**config.mk**
```make
export PLATFORM = sky130hd
export DESIGN_NAME = mano_timing_ctrl
export DESIGN_NICKNAME = d
export VERILOG_FILES = /design/src/rtl/mano_timing_ctrl_pkg.sv /design/src/rtl/mano_tdec.sv /design/src/rtl/mano_timing_ctrl.sv
export SDC_FILE = /design/constraint.sdc
export NUM_CORES = 1
export LEC_CHECK = 0
export CAP_MARGIN = 25
export CORE_ASPECT_RATIO = 1.4
export CORE_MARGIN = 2
export CORE_UTILIZATION = 38
export DETAILED_ROUTE_END_ITERATION = 8
export PLACE_DENSITY = 0.81
export SLEW_MARGIN = 5
export SYNTH_ARGS = -nofsm -noshare
export SYNTH_HDL_FRONTEND = slang
export SYNTH_SLANG_ARGS = --single-unit
```
**constraint.sdc**
```tcl
create_clock -name clk -period 2.86 [get_ports clk]
set_input_delay 0.572 -clock clk [delete_from_list [all_inputs] [get_ports clk]]
set_output_delay 0.572 -clock clk [all_outputs]
set_load 0.01 [all_outputs]
```
**src/rtl/mano_timing_ctrl_pkg.sv**
```systemverilog
// Shared phase encodings and per-opcode completion timing for the Mano timing controller.
// Pure constants and a helper; no state.
package mano_timing_ctrl_pkg;

  localparam int SEQWIDTH = 4;

  localparam logic [2:0] PH_IDLE     = 3'd0;
  localparam logic [2:0] PH_FETCH    = 3'd1;
  localparam logic [2:0] PH_DECODE   = 3'd2;
  localparam logic [2:0] PH_INDIRECT = 3'd3;
  localparam logic [2:0] PH_EXECUTE  = 3'd4;
  localparam logic [2:0] PH_INTR     = 3'd5;

  // Final timing step of each instruction class.
  localparam logic [3:0] LAST_T_MRI     = 4'd5;  // AND, ADD, LDA, BSA
  localparam logic [3:0] LAST_T_STA_BUN = 4'd4;
  localparam logic [3:0] LAST_T_ISZ     = 4'd6;
  localparam logic [3:0] LAST_T_REG     = 4'd3;  // register-reference / IO
  localparam logic [3:0] LAST_T_INTR    = 4'd2;

  function automatic logic [3:0] last_t(input logic [2:0] op);
    case (op)
      3'd3, 3'd4: last_t = LAST_T_STA_BUN;
      3'd6:       last_t = LAST_T_ISZ;
      3'd7:       last_t = LAST_T_REG;
      default:    last_t = LAST_T_MRI;
    endcase
  endfunction

endpackage

```
**src/rtl/mano_tdec.sv**
```systemverilog
// One-hot decode of the sequence counter, forced to zero when disabled.
// Latency: combinational. Backpressure: none.
// Used by the timing controller so T outputs vanish while the machine is stopped.
module mano_tdec #(
  parameter int SEQW = 4,
  parameter int NT   = 16
) (
  input  logic [SEQW-1:0] t,
  input  logic            en,
  output logic [NT-1:0]   tdec
);

  always_comb begin
    tdec = '0;
    for (int i = 0; i < NT; i++) begin
      if (en && (32'(t) == i)) tdec[i] = 1'b1;
    end
  end

endmodule

```
**src/rtl/mano_timing_ctrl.sv**
```systemverilog
// Mano basic-computer timing/control: phase FSM, SC control, T/D decode, sequence checker.
// Latency: decodes and SC control combinational, phase/flags registered. Backpressure: none.
// Interrupt cycle is built only when MANO_INTR_EN is defined; otherwise R stays 0.
module mano_timing_ctrl
  import mano_timing_ctrl_pkg::*;
#(
  parameter int SEQW = SEQWIDTH,
  parameter int NT   = 2**SEQW
) (
  input  logic            clk,
  input  logic            rst,
  input  logic [SEQW-1:0] t,
  input  logic            start,
  input  logic            ir_i,
  input  logic [2:0]      ir_op,
  input  logic            hlt,
  input  logic            intr_req,
  input  logic            ien,
  output logic            sc_inc,
  output logic            sc_clr,
  output logic [NT-1:0]   tdec,
  output logic [7:0]      d_dec,
  output logic [2:0]      phase,
  output logic            running,
  output logic            r_flag,
  output logic            done,
  output logic            seq_err
);

  localparam logic [SEQW-1:0] T1  = SEQW'(1);
  localparam logic [SEQW-1:0] T2  = SEQW'(2);
  localparam logic [SEQW-1:0] T3  = SEQW'(3);
  localparam logic [SEQW-1:0] ONE = SEQW'(1);

  logic [2:0]      phase_q, phase_d;
  logic            s_q, s_d;
  logic            r_q, r_d, r_eff;
  logic [SEQW-1:0] t_exp_q, t_exp_d;
  logic            err_q, err_d;
  logic [SEQW-1:0] lt;
  logic            instr_end, intr_end, cycle_end, halt;

  assign lt        = SEQW'(last_t(ir_op));
  assign instr_end = s_q && (phase_q == PH_EXECUTE) && (t == lt);
  assign intr_end  = s_q && (phase_q == PH_INTR) && (t == SEQW'(LAST_T_INTR));
  assign cycle_end = instr_end | intr_end;
  assign halt      = instr_end && (ir_op == 3'd7) && hlt;

  assign sc_clr  = ~s_q | cycle_end;
  assign sc_inc  = s_q & ~sc_clr;
  assign done    = cycle_end;
  assign running = s_q;
  assign phase   = phase_q;
  assign r_flag  = r_q;
  assign seq_err = err_q;
  assign d_dec   = 8'b1 << ir_op;

`ifdef MANO_INTR_EN
  // A request seen during the completion cycle itself still diverts into INTR.
  assign r_eff = r_q | (s_q & ien & intr_req & (t > T2));
  assign r_d   = (halt | intr_end) ? 1'b0 : r_eff;
`else
  logic unused_intr;
  assign unused_intr = ien ^ intr_req;
  assign r_eff       = 1'b0;
  assign r_d         = 1'b0;
`endif

  always_comb begin
    phase_d = phase_q;
    s_d     = s_q;
    case (phase_q)
      PH_IDLE: begin
        if (start) begin
          phase_d = PH_FETCH;
          s_d     = 1'b1;
        end
      end
      PH_FETCH:    if (t == T1) phase_d = PH_DECODE;
      PH_DECODE: begin
        if (t == T2) phase_d = (ir_op != 3'd7 && ir_i) ? PH_INDIRECT : PH_EXECUTE;
      end
      PH_INDIRECT: if (t == T3) phase_d = PH_EXECUTE;
      PH_EXECUTE: begin
        if (halt) begin
          phase_d = PH_IDLE;
          s_d     = 1'b0;
        end else if (instr_end) begin
          phase_d = r_eff ? PH_INTR : PH_FETCH;
        end
      end
      PH_INTR:     if (intr_end) phase_d = PH_FETCH;
      default: begin
        phase_d = PH_IDLE;
        s_d     = 1'b0;
      end
    endcase
  end

  // t_exp mirrors what the external counter should hold, so any skip or stall is caught.
  assign t_exp_d = sc_inc ? (t_exp_q + ONE) : '0;
  assign err_d   = err_q | (s_q && (t != t_exp_q));

  always_ff @(posedge clk) begin
    if (rst) begin
      phase_q <= PH_IDLE;
      s_q     <= 1'b0;
      r_q     <= 1'b0;
      t_exp_q <= '0;
      err_q   <= 1'b0;
    end else begin
      phase_q <= phase_d;
      s_q     <= s_d;
      r_q     <= r_d;
      t_exp_q <= t_exp_d;
      err_q   <= err_d;
    end
  end

  mano_tdec #(.SEQW(SEQW), .NT(NT)) u_tdec (
    .t    (t),
    .en   (s_q),
    .tdec (tdec)
  );

endmodule

```
# --- Yosys cells after proc, flatten, opt, wreduce, memory -nomap -nowiden ---
# Index checks and enable logic that the tools add are counted.
totals:
  in_bits: 14
  reg_bits: 9
  output_inout_bits: 33
op_classes:
  shift: 1
  n_reduce_logical: 31
  muxes: 29
  eq_ne: 34
  bitwise_logic: 8
  add_sub_neg: 1
op_table:
  columns: ["cell", "n"]
  rows:
  - ["== test 4 bit (second input constant)", 8]
  - ["logical AND 1 bit", 24]
  - ["2-to-1 mux 3 bit", 8]
  - ["2-to-1 mux 1 bit", 18]
  - ["case mux 3 bit (6 select lines)", 1]
  - ["== test 4 x 3 -> 1 bit (second input constant)", 4]
  - ["== test 3 bit (second input constant)", 5]
  - ["inequality test 2 bit (second input constant)", 6]
  - ["== test 3 x 2 -> 1 bit (second input constant)", 3]
  - ["case mux 3 bit (3 select lines)", 1]
  - ["== test 4 x 2 -> 1 bit (second input constant)", 2]
  - ["<< shifter 1 x 3 -> 8 bit (first input constant)", 1]
  - ["inequality test 3 bit (second input constant)", 2]
  - ["AND reduction 6 bit", 1]
  - ["adder 4 x 1 -> 4 bit (second input constant)", 1]
  - ["== test 4 x 1 -> 1 bit (second input constant)", 1]
  - ["== test 4 bit", 1]
  - ["zero test 4 bit", 1]
  - ["inequality test 4 bit", 1]
  - ["inverter 1 bit", 4]
  - ["OR reduction 2 bit", 2]
  - ["OR reduction 4 bit", 1]
  - ["== test 3 x 1 -> 1 bit (second input constant)", 1]
  - ["zero test 3 bit", 1]
  - ["4 further kinds", 6]

# --- Depth between registers and ports, before layout ---
depth:
  word_depth: 11
  mapped_depth: 7
  mapped_depth_nobuf: 5

# --- Modules after synthesis ---
# Synthesis repeated with hierarchy kept, for this count alone.
unflattened:
  hier_cells: 117
  hier_area_um2: 858.3
by_module_without_submodules:
  columns: ["mod", "cells_each", "area_each_um2", "n_inst", "seq_area_each_um2"]
  rows:
  - ["mano_timing_ctrl", 94, 740.7, 1, 180.2]
  - ["mano_tdec", 23, 117.6, 1, 0.0]

# --- Least setup slack after synthesis ---
# OpenSTA, ideal clock, no wires.
synth_path:
  kind: "input port to output port"
  startpoint: "input ir_op[1]"
  endpoint: "output sc_clr"
  arrival_ns: 2.106
  n_path_buf: 1
  stages: 6
  t_required_ns: 2.288
  setup_slack_ns: 0.182
  path_cell_list: "buf_2 -> and3b_4 -> or4_4 -> a211oi_2 -> o21ba_2 -> nand2b_1"
synth_between:
  elab_chain_cells: 7
  elab_cells_between_ends: 10
  classes_between: "eq/ne (5); mux (1); bitwise (2); reduce/logical (2)"
synth_lines:
  columns: ["element", "line", "text"]
  rows:
  - ["from (decl)", "mano_timing_ctrl.sv:15", "input logic [2:0] ir_op,"]
  - ["== test 3 x 2 -> 1 bit or == test 3 bit (tied branches)", "mano_timing_ctrl_pkg.sv:22", "case (op)"]
  - ["OR reduction 2 bit", "mano_timing_ctrl_pkg.sv:22", null]
  - ["case mux 3 bit (3 select lines) *", "mano_timing_ctrl_pkg.sv:22", null]
  - ["== test 4 bit *", "mano_timing_ctrl.sv:44", "assign instr_end = s_q && (phase_q == PH_EXECUTE) && (t == lt);"]
  - ["logical AND 1 bit *", "mano_timing_ctrl.sv:44", null]
  - ["OR 1 bit *", "mano_timing_ctrl.sv:46", "assign cycle_end = instr_end | intr_end;"]
  - ["via done", "mano_timing_ctrl.sv:26", "output logic done,"]
  - ["OR 1 bit *", "mano_timing_ctrl.sv:49", "assign sc_clr = ~s_q | cycle_end;"]
  - ["to (decl)", "mano_timing_ctrl.sv:20", "output logic sc_clr,"]
# The timed path passes the listed nets; every way through them passes the cells marked *.

# --- Final worst setup path ---
layout_path:
  startpoint: "input ir_op[0]"
  endpoint: "output sc_clr"
layout_between:
  elab_chain_cells: 7
  elab_cells_between_ends: 10
  classes_between: "eq/ne (5); mux (1); bitwise (2); reduce/logical (2)"
layout_lines:
  columns: ["element", "line"]
  rows:
  - ["== test 3 x 2 -> 1 bit or == test 3 bit (tied branches)", "mano_timing_ctrl_pkg.sv:22"]
  - ["OR reduction 2 bit", "mano_timing_ctrl_pkg.sv:22"]
  - ["case mux 3 bit (3 select lines) *", "mano_timing_ctrl_pkg.sv:22"]
  - ["== test 4 bit *", "mano_timing_ctrl.sv:44"]
  - ["logical AND 1 bit *", "mano_timing_ctrl.sv:44"]
  - ["OR 1 bit *", "mano_timing_ctrl.sv:46"]
  - ["OR 1 bit *", "mano_timing_ctrl.sv:49"]
# Every way passes the cells marked *; elsewhere a longest branch is shown, timed or not.

==> run metrics <==
vias in the first global route=roughly 1000; status=complete, no violations; worst min path class=flip-flop to flip-flop; max-capacitance violation count=0; post-layout min period=2.789 ns; share of layout cells above drive strength 1=approximately a fifth; clk root buf=clkbuf_4; Hold Path End=seq_err; CP Capture Type=output port; reg2reg end=t_exp_q[0]; synth unique cells=41; antenna violations before repair=0; mapped cell area=824.5 µm²; Avg Cell Area, Syn=7.108 µm²; CTS Buffer Depth=2; final setup violation count=0; Slew Limit Fails=0; Finished Layout Cells=193; leakage power=0.6112 nW; first drt pass iteration count=4; Initial Util=41.29%; htree depth=1; synth cell count leaders=nor2_1, dfxtp_1, nand2_1, nor3_1, xnor2_1; slowest stage cell on the critical path=or4_4; placement-stage worst setup slack=-0.6044 ns; CTS tree=done; Final Cycle Share=97.51%; Cell Pwr Density=around 280 nW/µm²; Initial DRC Count=25; clk slew on worst S/H paths=~0.06 ns; drt wl/cell=14.22 µm; setup repair after global routing missed its margin=false; async set-reset flop share out of synthesis=0%; via count=1040; Layout Skew=0.001452 ns; Worst Path Arrival=about 2.2 ns; largest net degree at the start of global routing=13; setup slack, reg-to-reg=1.08 ns; DP HPWL=approximately 2.1 mm; Placer Congestion=just over 0.8; Clk Latency, worst-skew pair=0.26 ns; post-synth top area share=21.85%; GRT Total Usage=23.11%; top area cells in the synthesized netlist=dfxtp_1, nor2_1, xnor2_1; chip width=43.37 µm; RR Startpoint=running; CP Class=input port to output port; via/cell ratio=5.389; row count=19; post-synthesis sequential area ratio=21.85%; Filler Cell Count=168; CP Max Fanout=4; Fin. Hold Viols=0; Core ar.=1997 µm²; Ports=47; Syn Nets=131; top cell type by total area after synthesis=dfxtp_1; Max stage delay on crit path=0.50 ns; hold buffers post-CTS=0; #FFs+latches synth=9; post-layout util=71.24%; worst path cell trace=dlygate4sd2_1 > and3b_4 > or4_4 > a211oi_4 > o21ba_4 > nand2b_1 > buf_2; synth warn=0; Inserted Clock Buffers=3; DIE AREA=roughly 2600 µm²; synth-to-layout area growth=72.53%; Cell Count Post-Placement=around 190; antenna viol nets, final=0; clk sinks=9; most common cell in the netlist=nor2_1; peak supply drop=between 0.0002 and 0.00025 V; Port Buf Inserts=43; Startpoint Class=input port; Synth Flop Type=dfxtp_1; Worst EP required=2.29 ns; antenna diode count=0; R2R cell count=8; Max Clk Rate=roughly 0.36 GHz; number of synthesized flops with an enable pin=0; Post-Synthesis Cells=116; final WL=roughly 2.7 mm; Final WS setup=0.07124 ns; min-delay src=seq_err; first-pass GRT wire length=about 4.5 mm; Die Span Y=59.12 µm; GRT overflow=0; Residual DRC=0; Hold Path Depth=2; Layout Nets=~190
cell families after synthesis:
group                    synth area share, %
AND/OR/NAND/NOR                        42.64
AO/OA/AOI/OAI                          16.85
buffers and inverters                  8.194
flip-flops                             21.85
XOR/XNOR                               8.498
adder cells (fa/ha/maj)                1.517
other                                 0.4548
final cells by class:
cell class                      instances  area (µm²)  share of cell area (%)
Inverter                                3       11.26                  0.7916
Tap cell                               21       26.28                   1.847
Clock buffer                            4       26.28                   1.847
Sequential cell                         9       180.2                   12.66
Multi-Input combinational cell         92       598.1                   42.04
Timing Repair Buffer                   64       580.6                   40.81
placed cells by master, fill, tap and decap left out, types with 2 or more instances in the layout:
master           count
nor2_1              19
clkdlybuf4s50_1     28
o21ai_1              2
clkbuf_4             3
inv_1                3
nor2b_1              4
nand2_1              7
dlymetal6s2s_1       5
nand3_1              3
nor3_1               7
xnor2_1              6
nor4b_1              3
or3b_1               2
buf_4               20
o21ai_0              4
dlygate4sd2_1        7
buf_2                3
nand2b_1             4
a21oi_1              2
nor3b_1              3
xor2_1               2
dfxtp_1              9
nand4_1              2
worst max-delay path: cells and delay by family:
family / cells / cell delay, ns
compound gates: 2 / 0.48
buf+inv: 2 / 0.39
simple gates: 3 / 0.78
how the worst max path moves through the flow:
stage	start	end	slack [ns]	cells after the start
after CTS	t[3]	tdec[8]	0.01	5
final	ir_op[0]	sc_clr	0.07	7
after global routing	ir_op[0]	sc_clr	0.001	7
after global placement	ir_op[2]	sc_clr	-0.55	7
after detailed placement	ir_op[2]	sc_clr	-0.60	7
after floorplan	ir_op[1]	sc_clr	0.18	6
through the flow:
| stage | instance area [µm²] | hold WS (ns) | power, mW | setup TNS [ns] |
|---|---|---|---|---|
| global placement | 1375 | 0.4516 | 0.2956 | -1.717 |
| CTS | 1385 | 0.4827 | 0.3931 | 0 |
| global route | 1423 | 0.5072 | 0.4192 | 0 |
| detailed placement | 1375 | 0.4667 | 0.2998 | -1.904 |
| finish | 1423 | 0.4774 | 0.3971 | 0 |
| floorplan | 824.5 | 0.4711 | 0.2220 | 0 |
flip-flops by register name (all words and copies together) (netlist names):
| name | cells |
|---|---|
| t_exp_q | 4 |
| phase | 3 |
| running | 1 |
| seq_err | 1 |
timing repair:
item / in CTS / in global routing
setup buffers: 1 / 0
hold endpoints to repair: 0 / 0
pin swaps: 2 / 2
endpoints found under the setup margin: 8 / 7
gates resized for setup: 19 / 10
metal layers:
metal | vias to the layer above | wire [µm] | global-route usage (%)
met5 | - | 0 | 0
met4 | 0 | 75 | 10.82
met3 | 7 | 119 | 3.659
met2 | 40 | 1534 | 42.00
met1 | 481 | 1015 | 25.70
li1 | 512 | - | -
report_power, final:
group          internal [mW]  total, mW  leakage, nW  switching (mW)
logic                 0.0806      0.153        0.523          0.0723
registers              0.133      0.143       0.0735          0.0100
clock network         0.0540      0.101       0.0150          0.0474
total                  0.267      0.397        0.611           0.130
Power figures use the tool's default switching activity.
